--- src/rtl/transpose_engine.sv ---
// Streams a ROWS x COLS matrix from a read-port memory into a write-port memory,
// either transposed or straight-copied, under a start/busy/done handshake.
module transpose_engine #(
    parameter  int WIDTH  = 32,
    parameter  int ROWS   = 16,
    parameter  int COLS   = 16,
    parameter  int RD_LAT = 1,
    localparam int ADDR_W = ((ROWS * COLS) > 1) ? $clog2(ROWS * COLS) : 1
) (
    input  logic              clk,
    input  logic              rst,
    input  logic              start,
    input  logic              mode,
    output logic              busy,
    output logic              done,
    output logic              A_rd_en,
    output logic [ADDR_W-1:0] A_rd_addr,
    input  logic [WIDTH-1:0]  A_rd_data,
    output logic              B_wr_en,
    output logic [ADDR_W-1:0] B_wr_addr,
    output logic [WIDTH-1:0]  B_wr_data
);

    localparam int ROW_W = (ROWS > 1) ? $clog2(ROWS) : 1;
    localparam int COL_W = (COLS > 1) ? $clog2(COLS) : 1;
    localparam int DR_W  = (RD_LAT > 1) ? $clog2(RD_LAT) : 1;

    typedef enum logic [1:0] {
        IDLE  = 2'd0,
        RUN   = 2'd1,
        DRAIN = 2'd2,
        DONE  = 2'd3
    } state_t;

    state_t            state_r, state_nxt_s;
    logic [ROW_W-1:0]  row_r, row_nxt_s;
    logic [COL_W-1:0]  col_r, col_nxt_s;
    logic [ADDR_W-1:0] rd_addr_r, rd_addr_nxt_s;
    logic [ADDR_W-1:0] dst_addr_r, dst_addr_nxt_s;
    logic [DR_W-1:0]   drain_r, drain_nxt_s;
    logic              mode_r, mode_nxt_s;
    logic              rd_en_r, busy_r, done_r;
    logic              col_last_s, last_s;
    logic [RD_LAT-1:0] vld_pipe_r;
    logic [ADDR_W-1:0] addr_pipe_r [RD_LAT];

    assign col_last_s = (col_r == COL_W'(COLS - 1));
    assign last_s     = col_last_s && (row_r == ROW_W'(ROWS - 1));

    // State register.
    always_ff @(posedge clk or negedge rst) begin
        if (!rst) begin
            state_r <= IDLE;
        end else begin
            state_r <= state_nxt_s;
        end
    end

    // Next-state, counter and address-generation logic.
    always_comb begin
        state_nxt_s    = state_r;
        row_nxt_s      = row_r;
        col_nxt_s      = col_r;
        rd_addr_nxt_s  = rd_addr_r;
        dst_addr_nxt_s = dst_addr_r;
        drain_nxt_s    = drain_r;
        mode_nxt_s     = mode_r;
        case (state_r)
            IDLE: begin
                row_nxt_s      = {ROW_W{1'b0}};
                col_nxt_s      = {COL_W{1'b0}};
                rd_addr_nxt_s  = {ADDR_W{1'b0}};
                dst_addr_nxt_s = {ADDR_W{1'b0}};
                drain_nxt_s    = {DR_W{1'b0}};
                if (start) begin
                    state_nxt_s = RUN;
                    mode_nxt_s  = mode;
                end else begin
                    state_nxt_s = IDLE;
                end
            end
            RUN: begin
                if (last_s) begin
                    state_nxt_s    = DRAIN;
                    row_nxt_s      = {ROW_W{1'b0}};
                    col_nxt_s      = {COL_W{1'b0}};
                    rd_addr_nxt_s  = {ADDR_W{1'b0}};
                    dst_addr_nxt_s = {ADDR_W{1'b0}};
                end else if (col_last_s) begin
                    // New source row: the transposed address restarts at column 0, i.e. r+1.
                    col_nxt_s      = {COL_W{1'b0}};
                    row_nxt_s      = row_r + ROW_W'(1);
                    rd_addr_nxt_s  = rd_addr_r + ADDR_W'(1);
                    dst_addr_nxt_s = mode_r ? (rd_addr_r + ADDR_W'(1))
                                            : (ADDR_W'(row_r) + ADDR_W'(1));
                end else begin
                    col_nxt_s      = col_r + COL_W'(1);
                    rd_addr_nxt_s  = rd_addr_r + ADDR_W'(1);
                    dst_addr_nxt_s = mode_r ? (rd_addr_r + ADDR_W'(1))
                                            : (dst_addr_r + ADDR_W'(ROWS));
                end
            end
            DRAIN: begin
                if (drain_r == DR_W'(RD_LAT - 1)) begin
                    state_nxt_s = DONE;
                    drain_nxt_s = {DR_W{1'b0}};
                end else begin
                    drain_nxt_s = drain_r + DR_W'(1);
                end
            end
            DONE: begin
                state_nxt_s = IDLE;
            end
            default: begin
                state_nxt_s = IDLE;
            end
        endcase
    end

    // Counters, addresses and handshake outputs, registered from the next state.
    always_ff @(posedge clk or negedge rst) begin
        if (!rst) begin
            row_r      <= {ROW_W{1'b0}};
            col_r      <= {COL_W{1'b0}};
            rd_addr_r  <= {ADDR_W{1'b0}};
            dst_addr_r <= {ADDR_W{1'b0}};
            drain_r    <= {DR_W{1'b0}};
            mode_r     <= 1'b0;
            rd_en_r    <= 1'b0;
            busy_r     <= 1'b0;
            done_r     <= 1'b0;
        end else begin
            row_r      <= row_nxt_s;
            col_r      <= col_nxt_s;
            rd_addr_r  <= rd_addr_nxt_s;
            dst_addr_r <= dst_addr_nxt_s;
            drain_r    <= drain_nxt_s;
            mode_r     <= mode_nxt_s;
            rd_en_r    <= (state_nxt_s == RUN);
            busy_r     <= (state_nxt_s == RUN) || (state_nxt_s == DRAIN);
            done_r     <= (state_nxt_s == DONE);
        end
    end

    // Valid/address delay line aligning each write with its read data.
    always_ff @(posedge clk or negedge rst) begin
        if (!rst) begin
            vld_pipe_r <= {RD_LAT{1'b0}};
            for (int i = 0; i < RD_LAT; i++) begin
                addr_pipe_r[i] <= {ADDR_W{1'b0}};
            end
        end else begin
            vld_pipe_r[0]  <= rd_en_r;
            addr_pipe_r[0] <= dst_addr_r;
            for (int i = 1; i < RD_LAT; i++) begin
                vld_pipe_r[i]  <= vld_pipe_r[i-1];
                addr_pipe_r[i] <= addr_pipe_r[i-1];
            end
        end
    end

    assign busy      = busy_r;
    assign done      = done_r;
    assign A_rd_en   = rd_en_r;
    assign A_rd_addr = rd_addr_r;
    assign B_wr_en   = vld_pipe_r[RD_LAT-1];
    assign B_wr_addr = addr_pipe_r[RD_LAT-1];
    assign B_wr_data = B_wr_en ? A_rd_data : {WIDTH{1'b0}};

endmodule

--- config.mk ---
export PLATFORM = sky130hd
export DESIGN_NAME = transpose_engine
export DESIGN_NICKNAME = d
export VERILOG_FILES = /design/src/rtl/transpose_engine.sv
export SDC_FILE = /design/constraint.sdc
export NUM_CORES = 1
export LEC_CHECK = 0
export CORE_MARGIN = 1
export CORE_UTILIZATION = 25
export CTS_CLUSTER_DIAMETER = 40
export CTS_CLUSTER_SIZE = 28
export DETAILED_ROUTE_END_ITERATION = 12
export GPL_TIMING_DRIVEN = 0
export PLACE_DENSITY_LB_ADDON = 0.08
export SYNTH_ARGS = -nofsm -noshare
export SYNTH_HDL_FRONTEND = slang
export SYNTH_SLANG_ARGS = --single-unit
--- constraint.sdc ---
create_clock -name clk -period 3.6 [get_ports clk]
set_input_delay 0.9 -clock clk [delete_from_list [all_inputs] [get_ports clk]]
set_output_delay 0.9 -clock clk [all_outputs]
set_load 0.005 [all_outputs]
# Word level (Yosys, flattened, before mapping)
# Index checks and enable logic that the tools add are counted.
# totals
register_bits	40
latch_bits	0
mem_bits_rw	0
rom_bits	0
output_inout_bits	52
elab_cells	54
mem_count	0
# classes
addsub	6
mul	0
div	0
order_cmp	0
n_eq_ne	9
shift	0
n_mux	20
bitwise	0
n_reduce_logical	7
# ops
operator	count
two-way mux 8 bit	5
two-way mux 32 bit	1
one-hot mux 8 bit (2 select lines)	2
two-way mux 4 bit	4
one-hot mux 4 bit (2 select lines)	2
adder 4 x 1 -> 4 bit (second input constant)	2
adder 8 x 1 -> 8 bit (second input constant)	1
adder 8 x 5 -> 8 bit (second input constant)	1
equality test 2 bit (second input constant)	4
equality test 4 bit (second input constant)	2
one-hot mux 2 bit (4 select lines)	1
adder 4 x 1 -> 5 bit (second input constant)	1
equality test 2 x 1 -> 1 bit (second input constant)	2
two-way mux 2 bit	2
AND reduction 2 bit	2
nonzero test 2 bit	2
inequality test 3 bit (second input constant)	1
zero test 2 bit	1
two-way mux 1 bit	2
one-hot mux 1 bit (2 select lines)	1
adder 1 bit (second input constant)	1
logical AND 1 bit	1
logical OR 1 bit	1

# Logic depth before layout (Yosys ltp)
# logic_depth
depth_word	6
depth_mapped	7
mapped_depth_nobuf	6

# Worst setup path before layout
# No wires, ideal clock.
# synth_path
path_type	input to output
from	input A_rd_data[0]
to	output B_wr_data[0]
t_arrival_ns	1.043
t_required_ns	2.700
slack_ns	1.657
path_stages	1
path_buffers	0
cell_sequence	and2_1
# synth_between
elab_chain_cells	1
# synth_lines
element	line	rtl
start, declared	18	input logic [WIDTH-1:0] A_rd_data,
two-way mux 32 bit	168	assign B_wr_data = B_wr_en ? A_rd_data : {WIDTH{1'b0}};
end, declared	21	output logic [WIDTH-1:0] B_wr_data
# Every way passes these cells.

# Worst setup path in the final report
# Ends and elaborated chain as after synthesis.

==> results.ini <==
[clock_network]
htreeDepth=2
cts_buffers=5
path_clk_slew_ps=80
cts_tree=built
postCtsSetupRepairBufs=0
clock_latency_ps=300
ctsResizeCount=0
hold_buffers=0
root_buffer=clkbuf_8
clk_path_buf_depth=2
cts_sinks=39

[power_and_ir_drop]
vdd_drop_max_mv=0.114
p_leak_nw=1.27
finalPower_uw=910
power_density_nw_per_um2=290

[die]
initial_core_util_pct=25.9
die_h_um=91.6
die_w_um=91.6
die_area_sq_um=8400
core_area_sq_um=7770
rows=32
pin_count=88

[critical_path]
r2r_setup_slack_ps=1790
cp-end-kind=primary output
critPathLaunchType=primary input
arrival_ps=1990
path_class=primary input to primary output
path_max_fanout=1
r2r_start=row_r[0]
critPathRequiredTime_ps=2700
r2r_cells=6
r2r_end=busy

[yosys]
syn-cell-area_sq_um=2010
synth_top_cells_by_count=39 x dfrtp_1, 33 x and2_1, 20 x o21ai_0
synth.distinct_cells=44
synth_largest_area_cell=dfrtp_1
synth.avg_cell_area_sq_um=9.89
yosysWarningCount=0
synthTopCellsByArea=dfrtp_1 49%, and2_1 10%, o21ai_0 5.0%
ys_seq_area_share_pct=48.6
async_reset_ff_share_pct=100
synth-main-ff-cell=dfrtp_1
syn_nets=244
synth_seq_cells=39
synth_most_common_cell=dfrtp_1
synth.top_cell.area_share_pct=48.6
synth_cells=203
synth_edf_count=0

[sta]
worst_pin_slew_ps=543
timing.slew.headroom_pct=63.8
max_freq_mhz=346
setup_viol=0
drv_slew=0
finalHoldViolations=0
fin_setup_tns_ps=0
fin_crit_sh_pct=80.3
worst_hold_slack_ps=376
rsz0062_at_grt=false
skew_ps=11.1
period_minus_slack_ps=2890

[place]
place_congestion=0.737
dp.cells=393
port_buffers=87
dp_hpwl_um=4140

[min_path]
hold_end=B_wr_addr[2]
holdPathStages=0
min-delay-start=dst_addr_r[2]
hold_class=register to register

[drt]
vias=1808
drt_iter0_drc=53
routed_via_density=4.51
wl_per_cell_um=13.6
ant_nets=0
drt_pre_antenna_iters=4
wl_um=5460
remaining_drc_errors=0

[layout]
nets=339
fin_cells=401
ff_latch_area_sq_um=976
fillCellCount=778
antenna_cells=0
areaGrowthSynthToFinish_pct=56.1
postLayoutCoreUtil_pct=40.4
multi_input_area_sq_um=957
drive_above_1_share_pct=8.36

[global_routing]
antenna_found_initial=0
grt_usage_pct=13.4
grt_pass1_wl_um=8730
grt_max_degree=28
grt-ovfl-total=0
first_global_vias=1721

[status]
run_status=complete, no violations

[job]
maxCapViolations=0

## cells in the final DEF, fill, tap and decap left out, types with 3 or more instances in the layout
cell type / count
o211ai_1: 3
ha_1: 5
a31oi_1: 4
nand3_1: 7
inv_1: 6
clkbuf_8: 5
dfrtp_1: 39
a21oi_1: 6
nor3_1: 5
a22o_1: 3
nor2_1: 8
o21ai_0: 20
nand2_1: 14
and2_1: 33
clkbuf_1: 6
buf_2: 4
clkdlybuf4s50_1: 86
nand4_1: 3
xor2_1: 3
xnor2_1: 4
## worst max path at each step
| stage | start | endpoint | slack, ps | cells after the start |
|---|---|---|---|---|
| after detailed placement | A_rd_data[0] | B_wr_data[0] | 680 | 3 |
| after floorplan | A_rd_data[0] | B_wr_data[0] | 1660 | 1 |
| after CTS | A_rd_data[0] | B_wr_data[0] | 680 | 3 |
| after global routing | A_rd_data[2] | B_wr_data[2] | 660 | 3 |
| after global placement | rst | col_r[3] | 600 | 1 |
| final | A_rd_data[0] | B_wr_data[0] | 710 | 3 |
## flip-flops by register name (all words and copies together) (netlist names)
register and count:
dst_addr_r 8, busy 1, B_wr_en 1, row_r 4, A_rd_en 1, done 1, col_r 4, A_rd_addr 8
mode_r 1, state_r 2, B_wr_addr 8
## cell families after synthesis
kind of cell	synth area share [%]
AO/OA/AOI/OAI	15.3
XOR/XNOR	3.05
adder cells (fa/ha/maj)	3.12
buffers and inverters	3.74
flip-flops	48.6
multiplexers	1.62
AND/OR/NAND/NOR	24.5
## report_power, final
group | switching (mW) | internal, mW | leakage [nW]
clock | 0.166 | 0.206 | 0.0581
combinational | 0.0265 | 0.0734 | 0.741
sequential | 0 | 0.438 | 0.471
total | 0.193 | 0.717 | 1.27
## worst max-delay path, stage by stage
cell	delay, ps
clkdlybuf4s50_1	470
and2_1	120
clkdlybuf4s50_1	500
## stage by stage
stage | area (sq um) | worst slack, ps
4_1_cts | 3130 | 675
2_1_floorplan | 2010 | 1660
3_3_place_gp | 3010 | 600
6_report | 3130 | 708
3_5_place_dp | 3020 | 679
5_1_grt | 3130 | 659
## layer usage
layer | global-route usage, % | up-vias | share of wire, %
met5 | 0 | - | 0
met4 | 4.89 | 0 | 1.8
met3 | 4.39 | 6 | 9.6
met2 | 20.4 | 87 | 42
met1 | 17.7 | 821 | 46
li1 | - | 894 | -
## layout make-up
type                            count  share of cell area (%)
Sequential cell                    39                    31.1
Clock buffer                        5                    2.20
Tap cell                          102                    4.07
Buffer                             11                    1.68
Multi-Input combinational cell    147                    30.5
Clock inverter                      3                    1.40
Inverter                            6                   0.719
Timing Repair Buffer               88                    28.3
No activity file was read; power rests on OpenSTA's default activity.
